===== src/rtl/keep_cnt_codec.sv =====
// -----------------------------------------------------------------------------
// keep_cnt_codec
//
// Byte-enable / byte-count codec for the 64-bit AXI-Stream transmit checksum
// datapath.  Two independent directions:
//   keep -> cnt : popcount of an 8-bit tkeep mask, with a contiguity check
//   cnt  -> keep: LSB-aligned keep mask from a byte count, saturating at 8
// Each direction offers a combinational result (no reset, no valid gating)
// and a registered result with a 1-cycle latency and a valid flag.
//
// Ports:
//   mm2s_clk        in   rising-edge clock for all registers
//   mm2s_reset      in   synchronous, active-high reset
//   keep_in_valid   in   qualifies keep_in
//   keep_in         in   tkeep mask, bit i = byte i valid
//   cnt_comb        out  combinational popcount of keep_in (0..8)
//   cnt_out         out  registered popcount, held when keep_in_valid = 0
//   cnt_out_valid   out  keep_in_valid delayed by one cycle
//   keep_err        out  registered: keep_in was not of the form (1<<n)-1
//   cnt_in_valid    in   qualifies cnt_in
//   cnt_in          in   byte count, unsigned 0..15
//   keep_comb       out  combinational mask with bits [cnt_in-1:0] set
//   keep_out        out  registered mask, held when cnt_in_valid = 0
//   keep_out_valid  out  cnt_in_valid delayed by one cycle
//   cnt_ovf         out  registered: cnt_in > 8 (mask saturated to all ones)
// -----------------------------------------------------------------------------
module keep_cnt_codec #(
   parameter int C_KEEP_WIDTH = 8,
   parameter int C_CNT_WIDTH  = 4
) (
   input  logic                    mm2s_clk,
   input  logic                    mm2s_reset,

   input  logic                    keep_in_valid,
   input  logic [C_KEEP_WIDTH-1:0] keep_in,
   output logic [C_CNT_WIDTH-1:0]  cnt_comb,
   output logic [C_CNT_WIDTH-1:0]  cnt_out,
   output logic                    cnt_out_valid,
   output logic                    keep_err,

   input  logic                    cnt_in_valid,
   input  logic [C_CNT_WIDTH-1:0]  cnt_in,
   output logic [C_KEEP_WIDTH-1:0] keep_comb,
   output logic [C_KEEP_WIDTH-1:0] keep_out,
   output logic                    keep_out_valid,
   output logic                    cnt_ovf
);

   // Only the 8-byte datapath is supported.
   generate
      if (C_KEEP_WIDTH != 8 || C_CNT_WIDTH != $clog2(C_KEEP_WIDTH + 1)) begin : g_bad_cfg
         $fatal(1, "keep_cnt_codec: unsupported C_KEEP_WIDTH/C_CNT_WIDTH");
      end
   endgenerate

   // ---------------------------------------------------------------------------
   // keep -> cnt, combinational
   // ---------------------------------------------------------------------------
   logic [C_KEEP_WIDTH-1:0] keep_plus1;
   logic                    keep_legal;

   always_comb begin
      cnt_comb = '0;
      for (int unsigned i = 0; i < C_KEEP_WIDTH; i++) begin
         cnt_comb = cnt_comb + C_CNT_WIDTH'(keep_in[i]);
      end
   end

   // A mask of the form (1<<n)-1 has no set bit above a clear bit, so adding
   // one carries through all the ones and clears them: keep & (keep+1) == 0.
   // The all-ones mask wraps to zero, which also satisfies the test.
   assign keep_plus1 = keep_in + C_KEEP_WIDTH'(1);
   assign keep_legal = ((keep_in & keep_plus1) == '0);

   // ---------------------------------------------------------------------------
   // cnt -> keep, combinational
   // ---------------------------------------------------------------------------
   logic cnt_over;

   // Bit i is set when the count covers byte i; counts above 8 naturally
   // saturate to all ones.
   always_comb begin
      keep_comb = '0;
      for (int unsigned i = 0; i < C_KEEP_WIDTH; i++) begin
         keep_comb[i] = (32'(cnt_in) > i);
      end
   end

   assign cnt_over = (cnt_in > C_CNT_WIDTH'(C_KEEP_WIDTH));

   // ---------------------------------------------------------------------------
   // Registered results
   // ---------------------------------------------------------------------------
   always_ff @(posedge mm2s_clk) begin
      if (mm2s_reset) begin
         cnt_out        <= '0;
         keep_err       <= 1'b0;
         cnt_out_valid  <= 1'b0;
         keep_out       <= '0;
         cnt_ovf        <= 1'b0;
         keep_out_valid <= 1'b0;
      end else begin
         cnt_out_valid  <= keep_in_valid;
         keep_out_valid <= cnt_in_valid;
         if (keep_in_valid) begin
            cnt_out  <= cnt_comb;
            keep_err <= ~keep_legal;
         end
         if (cnt_in_valid) begin
            keep_out <= keep_comb;
            cnt_ovf  <= cnt_over;
         end
      end
   end

endmodule


===== config.mk =====
export PLATFORM = sky130hd
export DESIGN_NAME = keep_cnt_codec
export DESIGN_NICKNAME = d
export VERILOG_FILES = /design/src/rtl/keep_cnt_codec.sv
export SDC_FILE = /design/constraint.sdc
export NUM_CORES = 1
export LEC_CHECK = 0
export CORE_UTILIZATION = 39
export DETAILED_ROUTE_END_ITERATION = 8
export PLACE_DENSITY = 0.85
export SLEW_MARGIN = 15
export SYNTH_ARGS = -nofsm -noshare
export SYNTH_HDL_FRONTEND = slang
export SYNTH_SLANG_ARGS = --single-unit
export TNS_END_PERCENT = 1

===== constraint.sdc =====
create_clock -name mm2s_clk -period 4.1 [get_ports mm2s_clk]
set_clock_uncertainty 0.05 [all_clocks]
set_input_delay 0.82 -clock mm2s_clk [delete_from_list [all_inputs] [get_ports mm2s_clk]]
set_output_delay 0.82 -clock mm2s_clk [all_outputs]
set_load 0.01 [all_outputs]

=== Word-level counts from Yosys, hierarchy flattened ===
Cells that the tools add are included.

* Add/sub/neg operators: 8
* $lt $le $gt $ge: 9
* Bitwise gates (word level): 2
* Reductions and logical operators: 1

{| class="wikitable"
|+ Operators with widths
! cell !! count
|-
| $add 4x1->4 || 4
|-
| $gt 4x3->1 const B || 4
|-
| $add 8x1->8 const B || 1
|-
| $and 8x8->8 || 1
|-
| $gt 4x1->1 const B || 2
|-
| $gt 4x2->1 const B || 2
|-
| $logic_not 8->1 || 1
|-
| $add 3x1->4 || 1
|-
| $gt 4x4->1 const B || 1
|-
| $add 2x1->3 || 1
|-
| $add 1x1->2 || 1
|-
| $not 1->1 || 1
|}

* Flip-flop bits (word level): 16
* Input bits: 16
* Output and inout port bits: 28
* Word-level logic and storage cells: 26

=== Logic depth before layout (Yosys ltp) ===
Gate-level depths: netlist (run 1).

* Word-level depth: 7
* Gate-level depth with buffers: 11
* Gate-level depth less buffers: 11

=== Worst setup path after synthesis (run 1) ===
Ideal clock, no wire load.

* Path type: in2out
* Start point: input keep_in[0]
* End point: output cnt_comb[2]
* Arrival: 3,158 ps
* Required time: 3,230 ps
* Path slack: 72 ps
* Stages on the path: 9
* Buffers on the path: 0
* Cells stage by stage: fa_1 -> inv_1 -> fa_1 -> fa_1 -> inv_1 -> ha_1 -> inv_1 -> fa_1 -> xnor2_1

* Word-level cells in the longest chain between the ends: 7

{| class="wikitable"
|+ RTL lines
! element !! RTL line !! RTL
|-
| start, declared || 35 || <nowiki>input logic [C_KEEP_WIDTH-1:0] keep_in,</nowiki>
|-
| $add 1x1->2 || 65 || <nowiki>cnt_comb = cnt_comb + C_CNT_WIDTH'(keep_in[i]);</nowiki>
|-
| $add 2x1->3 || 65 ||
|-
| $add 3x1->4 || 65 ||
|-
| $add 4x1->4 (4 in a row) || 65 ||
|-
| end, declared || 36 || <nowiki>output logic [C_CNT_WIDTH-1:0] cnt_comb,</nowiki>
|}

No other way between the ends.

=== Worst setup path after layout (run 1) ===
* Start point: input keep_in[1]
* End point: output cnt_comb[1]

Same word-level chain as after synthesis.

==> results of run 1 <==
[metal layers]
layer / vias up / share of wire (%)
met5: - / 0
met1: 405 / 40
met3: 4 / 3.5
li1: 404 / -
met4: 0 / 1.4
met2: 21 / 55
[cells by family after synthesis]
| kind of cell | count (synthesis) | synth area share, % |
|---|---|---|
| buffers and inverters | 18 | 9.65 |
| DFF | 16 | 36.3 |
| AOI/OAI and AO/OA | 13 | 10.6 |
| muxes | 10 | 11.3 |
| and+or+nand+nor | 25 | 14.9 |
| adders and majority gates | 9 | 16.2 |
| xor gates and xnor gates | 1 | 0.993 |
[stage by stage]
stage	total power [mW]	hold slack (ns)	util (%)	TNS, ns	instance area (µm²)
finish	0.495	0.432	70.2	-0.258	1430
global route	0.531	0.447	70.2	-0.437	1430
CTS	0.485	0.434	68.3	-0.574	1390
detailed placement	0.381	0.419	66.7	-3.04	1360
global placement	0.375	0.410	66.7	-2.75	1360
floorplan	0.268	0.439	-	0	882
[cell usage after synthesis]
library cell / count
sky130_fd_sc_hd__nand2_1: 2
sky130_fd_sc_hd__nand2b_1: 1
sky130_fd_sc_hd__dfxtp_1: 16
sky130_fd_sc_hd__or4_4: 1
sky130_fd_sc_hd__ha_1: 5
sky130_fd_sc_hd__or3_2: 1
sky130_fd_sc_hd__inv_1: 13
sky130_fd_sc_hd__fa_1: 4
sky130_fd_sc_hd__a31o_2: 1
sky130_fd_sc_hd__xnor2_1: 1
sky130_fd_sc_hd__nor2_1: 11
sky130_fd_sc_hd__nor3b_1: 2
sky130_fd_sc_hd__buf_4: 1
sky130_fd_sc_hd__o21bai_1: 1
sky130_fd_sc_hd__o211ai_1: 1
sky130_fd_sc_hd__a41oi_1: 1
sky130_fd_sc_hd__clkbuf_1: 2
sky130_fd_sc_hd__mux2i_1: 10
sky130_fd_sc_hd__a211oi_1: 2
sky130_fd_sc_hd__nor2b_1: 4
sky130_fd_sc_hd__buf_6: 1
sky130_fd_sc_hd__nand3_1: 1
sky130_fd_sc_hd__a211o_2: 1
sky130_fd_sc_hd__a21oi_1: 3
sky130_fd_sc_hd__o21ai_0: 1
sky130_fd_sc_hd__dlygate4sd3_1: 1
sky130_fd_sc_hd__a21o_2: 1
sky130_fd_sc_hd__or2_2: 2
sky130_fd_sc_hd__a21o_1: 1
[critical path, cell delays in order]
cell and delay [ns]:
sky130_fd_sc_hd__buf_8 0.10, sky130_fd_sc_hd__fa_1 0.55, sky130_fd_sc_hd__inv_2 0.04, sky130_fd_sc_hd__fa_1 0.50
sky130_fd_sc_hd__fa_1 0.44, sky130_fd_sc_hd__inv_2 0.08, sky130_fd_sc_hd__ha_4 0.13, sky130_fd_sc_hd__inv_2 0.03
sky130_fd_sc_hd__fa_2 0.52, sky130_fd_sc_hd__inv_1 0.04, sky130_fd_sc_hd__buf_2 0.13
[what timing repair did]
action / in CTS / in global routing
resized for setup: 31 / 6
setup buffers: 1 / 2
setup endpoints to repair: 4 / 4
pin swaps: 5 / 5
gates cloned: 0 / 0
[power groups by stage]
stage               clock [mW]  sequential [mW]  combinational, mW
global placement             0            0.179              0.196
global route             0.115            0.178              0.238
CTS                      0.107            0.176              0.202
finish                   0.101            0.176              0.218
floorplan                    0            0.186             0.0819
detailed placement           0            0.179              0.201
[state kept, by name, indices dropped and copies added (netlist names)]
signal          cells
keep_err            1
cnt_out_valid       1
keep_out_valid      1
cnt_ovf             1
cnt_out             4
keep_out            8
[worst max-delay path by stage]
| stage | start | end | slack [ns] |
|---|---|---|---|
| finish | keep_in[1] | cnt_comb[1] | -0.15 |
| global route | keep_in[1] | cnt_comb[1] | -0.23 |
| CTS | keep_in[0] | cnt_comb[1] | -0.29 |
| detailed placement | keep_in[0] | cnt_comb[2] | -1.01 |
| global placement | keep_in[0] | cnt_comb[2] | -0.91 |
| floorplan | keep_in[0] | cnt_comb[2] | 0.07 |
[cell type report]
| cell class | instances | area, µm² |
|---|---|---|
| Inverter | 13 | 48.8 |
| Fill cell | 165 | 609 |
| Tap cell | 27 | 33.8 |
| Sequential cell | 16 | 320 |
| Timing Repair Buffer | 53 | 490 |
| Multi-Input combinational cell | 58 | 503 |
| Clock buffer | 4 | 36.3 |
==> impl_metrics.yaml, run 1 <==
yosys:
  mappedNetlistNets: 117
  synth.yosys.warnings: 0
  synth.cell_area_um2: 882
  yosysSeqAreaShare_pct: 36.3
  yosys_register_bits: 16
  netlist_instances: 92
  synthDistinctLibCells: 29
  synthDominantCellAreaShare_pct: 36.3
  synth_largest_area_cell: "sky130_fd_sc_hd__dfxtp_1"
  synth_area_leaders: "sky130_fd_sc_hd__dfxtp_1 (36%), sky130_fd_sc_hd__mux2i_1 (11%), sky130_fd_sc_hd__fa_1 (9.1%)"
  synth_area_per_cell_um2: 9.59
critical_path:
  timing.rr.end: "cnt_out[3]$_SDFFE_PP0P_"
  crit_path_start_kind: "input port"
  critPathMaxFanout: 2
  timing.critical_path.to_type: "primary output"
  critical_path_arrival_ns: 3.38
  timing.rr.start: "cnt_out[3]$_SDFFE_PP0P_"
  reg2reg_slack_ns: 3.34
  ff2ff_path_depth: 2
  critical_path_required_ns: 3.23
  critical_path_start_end_classification: "in2out"
timing:
  fmax_ghz: 0.235
  period_minus_slack_ns: 4.25
  slew_headroom_pct: 63.7
  grt_setup_unrepaired: "yes"
  setup_viol: 2
  worst-slew-pin-transition_ns: 0.543
  maxSlewViolCount: 0
  postLayoutSetupSlackWorst_ns: -0.148
  fin_crit_sh_pct: 104
  hold_violations: 0
clocking:
  tritoncts: "built"
  cts-hold-fix-buffers: 0
  clk_pin_slew_ns: 0.08
  cts_buffers: 3
  clockBufferDepth: 2
  cts.htree.levels: 1
  clkSinkCount: 16
  clock-root-buffer: "sky130_fd_sc_hd__clkbuf_4"
  clock_latency_ns: 0.29
pwr:
  leakagePower_nw: 0.658
  power_frac_comb_pct: 44.0
  p_int_mw: 0.349
  power.share.switching_pct: 29.5
  power-per-cell-area_nw_per_um2: 346
  power.switching_mw: 0.146
  power.share.sequential_pct: 35.5
  vdd.ir_drop.worst_v: 0.000264
  p_clk_share_pct: 20.5
detailed_routing:
  drt_iter0_markers: 5
  remaining_drc_errors: 0
  num_vias: 834
  ant_nets: 0
  route.detailed.vias_per_inst: 4.88
  drt-wirelength-per-cell_um: 12.9
  postRouteWirelength_um: 2200
  drt_first_pass_iters: 4
grt:
  grt_use_met2_pct: 36.0
  number_of_global_route_vias_before_repair: 803
  grtUsageMet1_pct: 22.0
  grt_most_used_layer: "met2"
  grt-ovfl-total: 0
  grt_use_met3_pct: 6.79
  pin_count_of_the_biggest_net_entering_global_routing: 17
  antenna_violations_before_repair: 0
  wire_length_of_the_first_global_routing_pass_um: 3670
  grt_util_all_layers_pct: 20.2
floorplan:
  num_io_pins: 44
  initial_core_util_pct: 43.2
  width_of_the_die_um: 49.6
  placeableCoreArea_um2: 2040
  die_h_um: 49.6
  dieArea_um2: 2460
  floorplan.rows: 16
layout:
  diodes: 0
  most_frequent_standard_cell_in_the_layout_excluding_fill_and_tap_cells: "sky130_fd_sc_hd__clkdlybuf4s50_1"
  layout.nets: 170
  drive_gt1_share_pct: 23.6
  mostFrequentLayoutCells: "sky130_fd_sc_hd__clkdlybuf4s50_1 (36), sky130_fd_sc_hd__dfxtp_1 (16), sky130_fd_sc_hd__nor2_1 (11)"
  synthesis_to_layout_area_growth_pct: 62.4
  layoutNonFillerInstCount: 171
hold_path:
  holdPathEnd: "cnt_ovf$_SDFFE_PP0P_"
  min_path_type: "reg2reg"
  min-delay-start: "cnt_ovf$_SDFFE_PP0P_"
  timing.hold.worst_path_depth: 2
run_status:
  failed_checks: "setup timing"
  result_of_the_run: "finished, violations left"
placement:
  placedCellCount: 164
  routabilityCongestion: 0.861
  detailed_place_hpwl_um: 1710
  dpl_worst_slack_ns: -1.01
  numPortBuffers: 43
job:
  drv.max_cap_violation_count: 0
No activity file was read; power rests on OpenSTA's default activity.
==> run 2: changes to the inputs <==
Settings changed: GPL_TIMING_DRIVEN from default to 0.
==> run 2 against run 1 <==
Combinational power is essentially flat. Flip-flop and latch count is the same. Largest power group unchanged. Worst setup slack lost 0.051 ns. First-iteration DRC count is the same. Count of clock-buffer cells in the layout is the same. Maximum frequency shrank 1.2%. The flow still finishes with violations (setup timing). Register-to-register slack is essentially flat. Highest routed layer unchanged.
==> impl_metrics.yaml, run 2 (synthesized netlist as in run 1, its figures left out) <==
timing:
  worst-slew-pin-transition_ns: 0.444
  postLayoutSetupSlackWorst_ns: -0.199
  hold_violations: 0
  fin_crit_sh_pct: 105
  period_minus_slack_ns: 4.30
  setup_viol: 2
  maxSlewViolCount: 0
  fmax_ghz: 0.233
  grt_setup_unrepaired: "yes"
  slew_headroom_pct: 70.4
  setup_tns_ns: -0.357
placement:
  detailed_place_hpwl_um: 1710
  routabilityCongestion: 0.784
  numPortBuffers: 41
critical_path:
  worst_path_most_repeated_cell: "sky130_fd_sc_hd__inv_2"
  crit_path_start_kind: "input port"
  cpLargestDelayFamily: "adder cells"
  reg2reg_slack_ns: 3.35
  critical_path_buf_inv_count: 6
  timing.critical_path.to_type: "primary output"
  ff2ff_path_depth: 2
  crit_chain: "buf_8 > fa_1 > inv_2 > fa_1 > fa_1 > inv_2 > ha_4 > inv_2 > fa_2 > inv_2 > buf_6"
  startpoint: "keep_in[0]"
  critPathMaxFanout: 3
  critical_path_required_ns: 3.23
  timing.rr.end: "cnt_out[3]$_SDFFE_PP0P_"
  critical_path_start_end_classification: "in2out"
  timing.rr.start: "cnt_out[3]$_SDFFE_PP0P_"
  critical_path_arrival_ns: 3.43
  crit_path_top_delay_cell: "sky130_fd_sc_hd__fa_1"
  crit_path_max_incr_delay_ns: 0.56
floorplan:
  width_of_the_die_um: 49.6
  initial_core_util_pct: 43.2
  floorplan.rows: 16
  die_h_um: 49.6
  dieArea_um2: 2460
  num_io_pins: 44
  placeableCoreArea_um2: 2040
grt:
  grt_util_all_layers_pct: 18.5
  antenna_violations_before_repair: 0
  wire_length_of_the_first_global_routing_pass_um: 3530
  grt-ovfl-total: 0
  number_of_global_route_vias_before_repair: 803
  pin_count_of_the_biggest_net_entering_global_routing: 11
detailed_routing:
  route.detailed.vias_per_inst: 4.92
  postRouteWirelength_um: 2220
  ant_nets: 0
  num_vias: 827
  remaining_drc_errors: 0
  drt_iter0_markers: 5
  drt-wirelength-per-cell_um: 13.2
  drt_first_pass_iters: 4
hold_path:
  min-delay-start: "cnt_ovf$_SDFFE_PP0P_"
  timing.hold.worst_path_depth: 2
  holdPathEnd: "cnt_ovf$_SDFFE_PP0P_"
  min_path_type: "reg2reg"
clocking:
  cts.htree.levels: 1
  cts_buffers: 3
  tritoncts: "built"
  clockBufferDepth: 2
  clkSinkCount: 16
  clock-root-buffer: "sky130_fd_sc_hd__clkbuf_4"
  clk_pin_slew_ns: 0.09
  cts-hold-fix-buffers: 0
  clock_latency_ns: 0.29
layout:
  post-route-util_pct: 69.9
  synthesis_to_layout_area_growth_pct: 61.7
  top_register_by_number_of_flip_flops: "keep_out"
  layout_top_registers: "keep_out (8), cnt_out (4)"
  diodes: 0
  largest_register_ff_count: 8
  drive_gt1_share_pct: 23.4
  mostFrequentLayoutCells: "sky130_fd_sc_hd__clkdlybuf4s50_1 (34), sky130_fd_sc_hd__dfxtp_1 (16), sky130_fd_sc_hd__nor2_1 (11), sky130_fd_sc_hd__mux2i_1 (10), sky130_fd_sc_hd__inv_1 (9)"
  most_frequent_standard_cell_in_the_layout_excluding_fill_and_tap_cells: "sky130_fd_sc_hd__clkdlybuf4s50_1"
  layout.nets: 167
pwr:
  power_frac_comb_pct: 44.1
  total_power_mw: 0.501
  power-per-cell-area_nw_per_um2: 351
  vdd.ir_drop.worst_v: 0.000230
  p_int_mw: 0.345
  power.share.sequential_pct: 35.2
  power.switching_mw: 0.155
  p_clk_share_pct: 20.7
  power.share.switching_pct: 31.0
  leakagePower_nw: 0.642
run_status:
  failed_checks: "setup timing"
  result_of_the_run: "finished, violations left"
job:
  drv.max_cap_violation_count: 0
## run 2: how the worst max path moves through the flow
stage,to,depth (start not counted)
6_report,cnt_comb[1],11
5_1_grt,cnt_comb[1],11
4_1_cts,cnt_comb[1],11
3_5_place_dp,cnt_comb[2],11
3_3_place_gp,cnt_comb[2],11
2_1_floorplan,cnt_comb[2],9
## run 2: final cells by class
class	count	area, µm²
multi-input combinational	58	513
sequential	16	320
tap	27	33.8
timing repair buffer	45	438
inverter	13	48.8
fill	166	616
clock buffer	4	36.3
buffer	5	36.3
## run 2: worst reg2reg max path, cell delays in order (launching register included)
cell	delay, ns
sky130_fd_sc_hd__dfxtp_1	0.32
sky130_fd_sc_hd__nor3b_1	0.13
sky130_fd_sc_hd__a21o_1	0.16
## run 2: power groups by stage
stage               combinational, mW  sequential (mW)  clock [mW]
global placement                0.180            0.179           0
detailed placement              0.189            0.180           0
finish                          0.221            0.176       0.104
global route                    0.238            0.178       0.113
CTS                             0.198            0.176       0.106
floorplan                      0.0819            0.186           0
## run 2: timing repair
item                                    4_1_cts  5_1_grt
gates resized for setup                      38        7
buffers inserted                              3        1
endpoints found under the setup margin        4        4
pin swaps                                     5        6
endpoints found under the hold margin         0        0
## run 2: stage by stage
step                      std cells  hold WS, ns  area, µm²  setup slack [ns]
after global routing            168        0.438       1430            -0.239
final                           168        0.435       1430            -0.199
after global placement          160        0.412       1330             -1.01
after CTS                       167        0.433       1390            -0.373
after floorplan                  92        0.439        882            0.0723
after detailed placement        160        0.417       1330             -1.13
## run 2: layer usage
layer | GRT usage (%) | vias to the layer above | share of wire (%)
met5 | 0 | - | 0
li1 | - | 399 | -
met4 | 4.29 | 0 | 3.4
met1 | 20.2 | 384 | 41
met2 | 35.4 | 31 | 52
met3 | 4.01 | 13 | 4.2
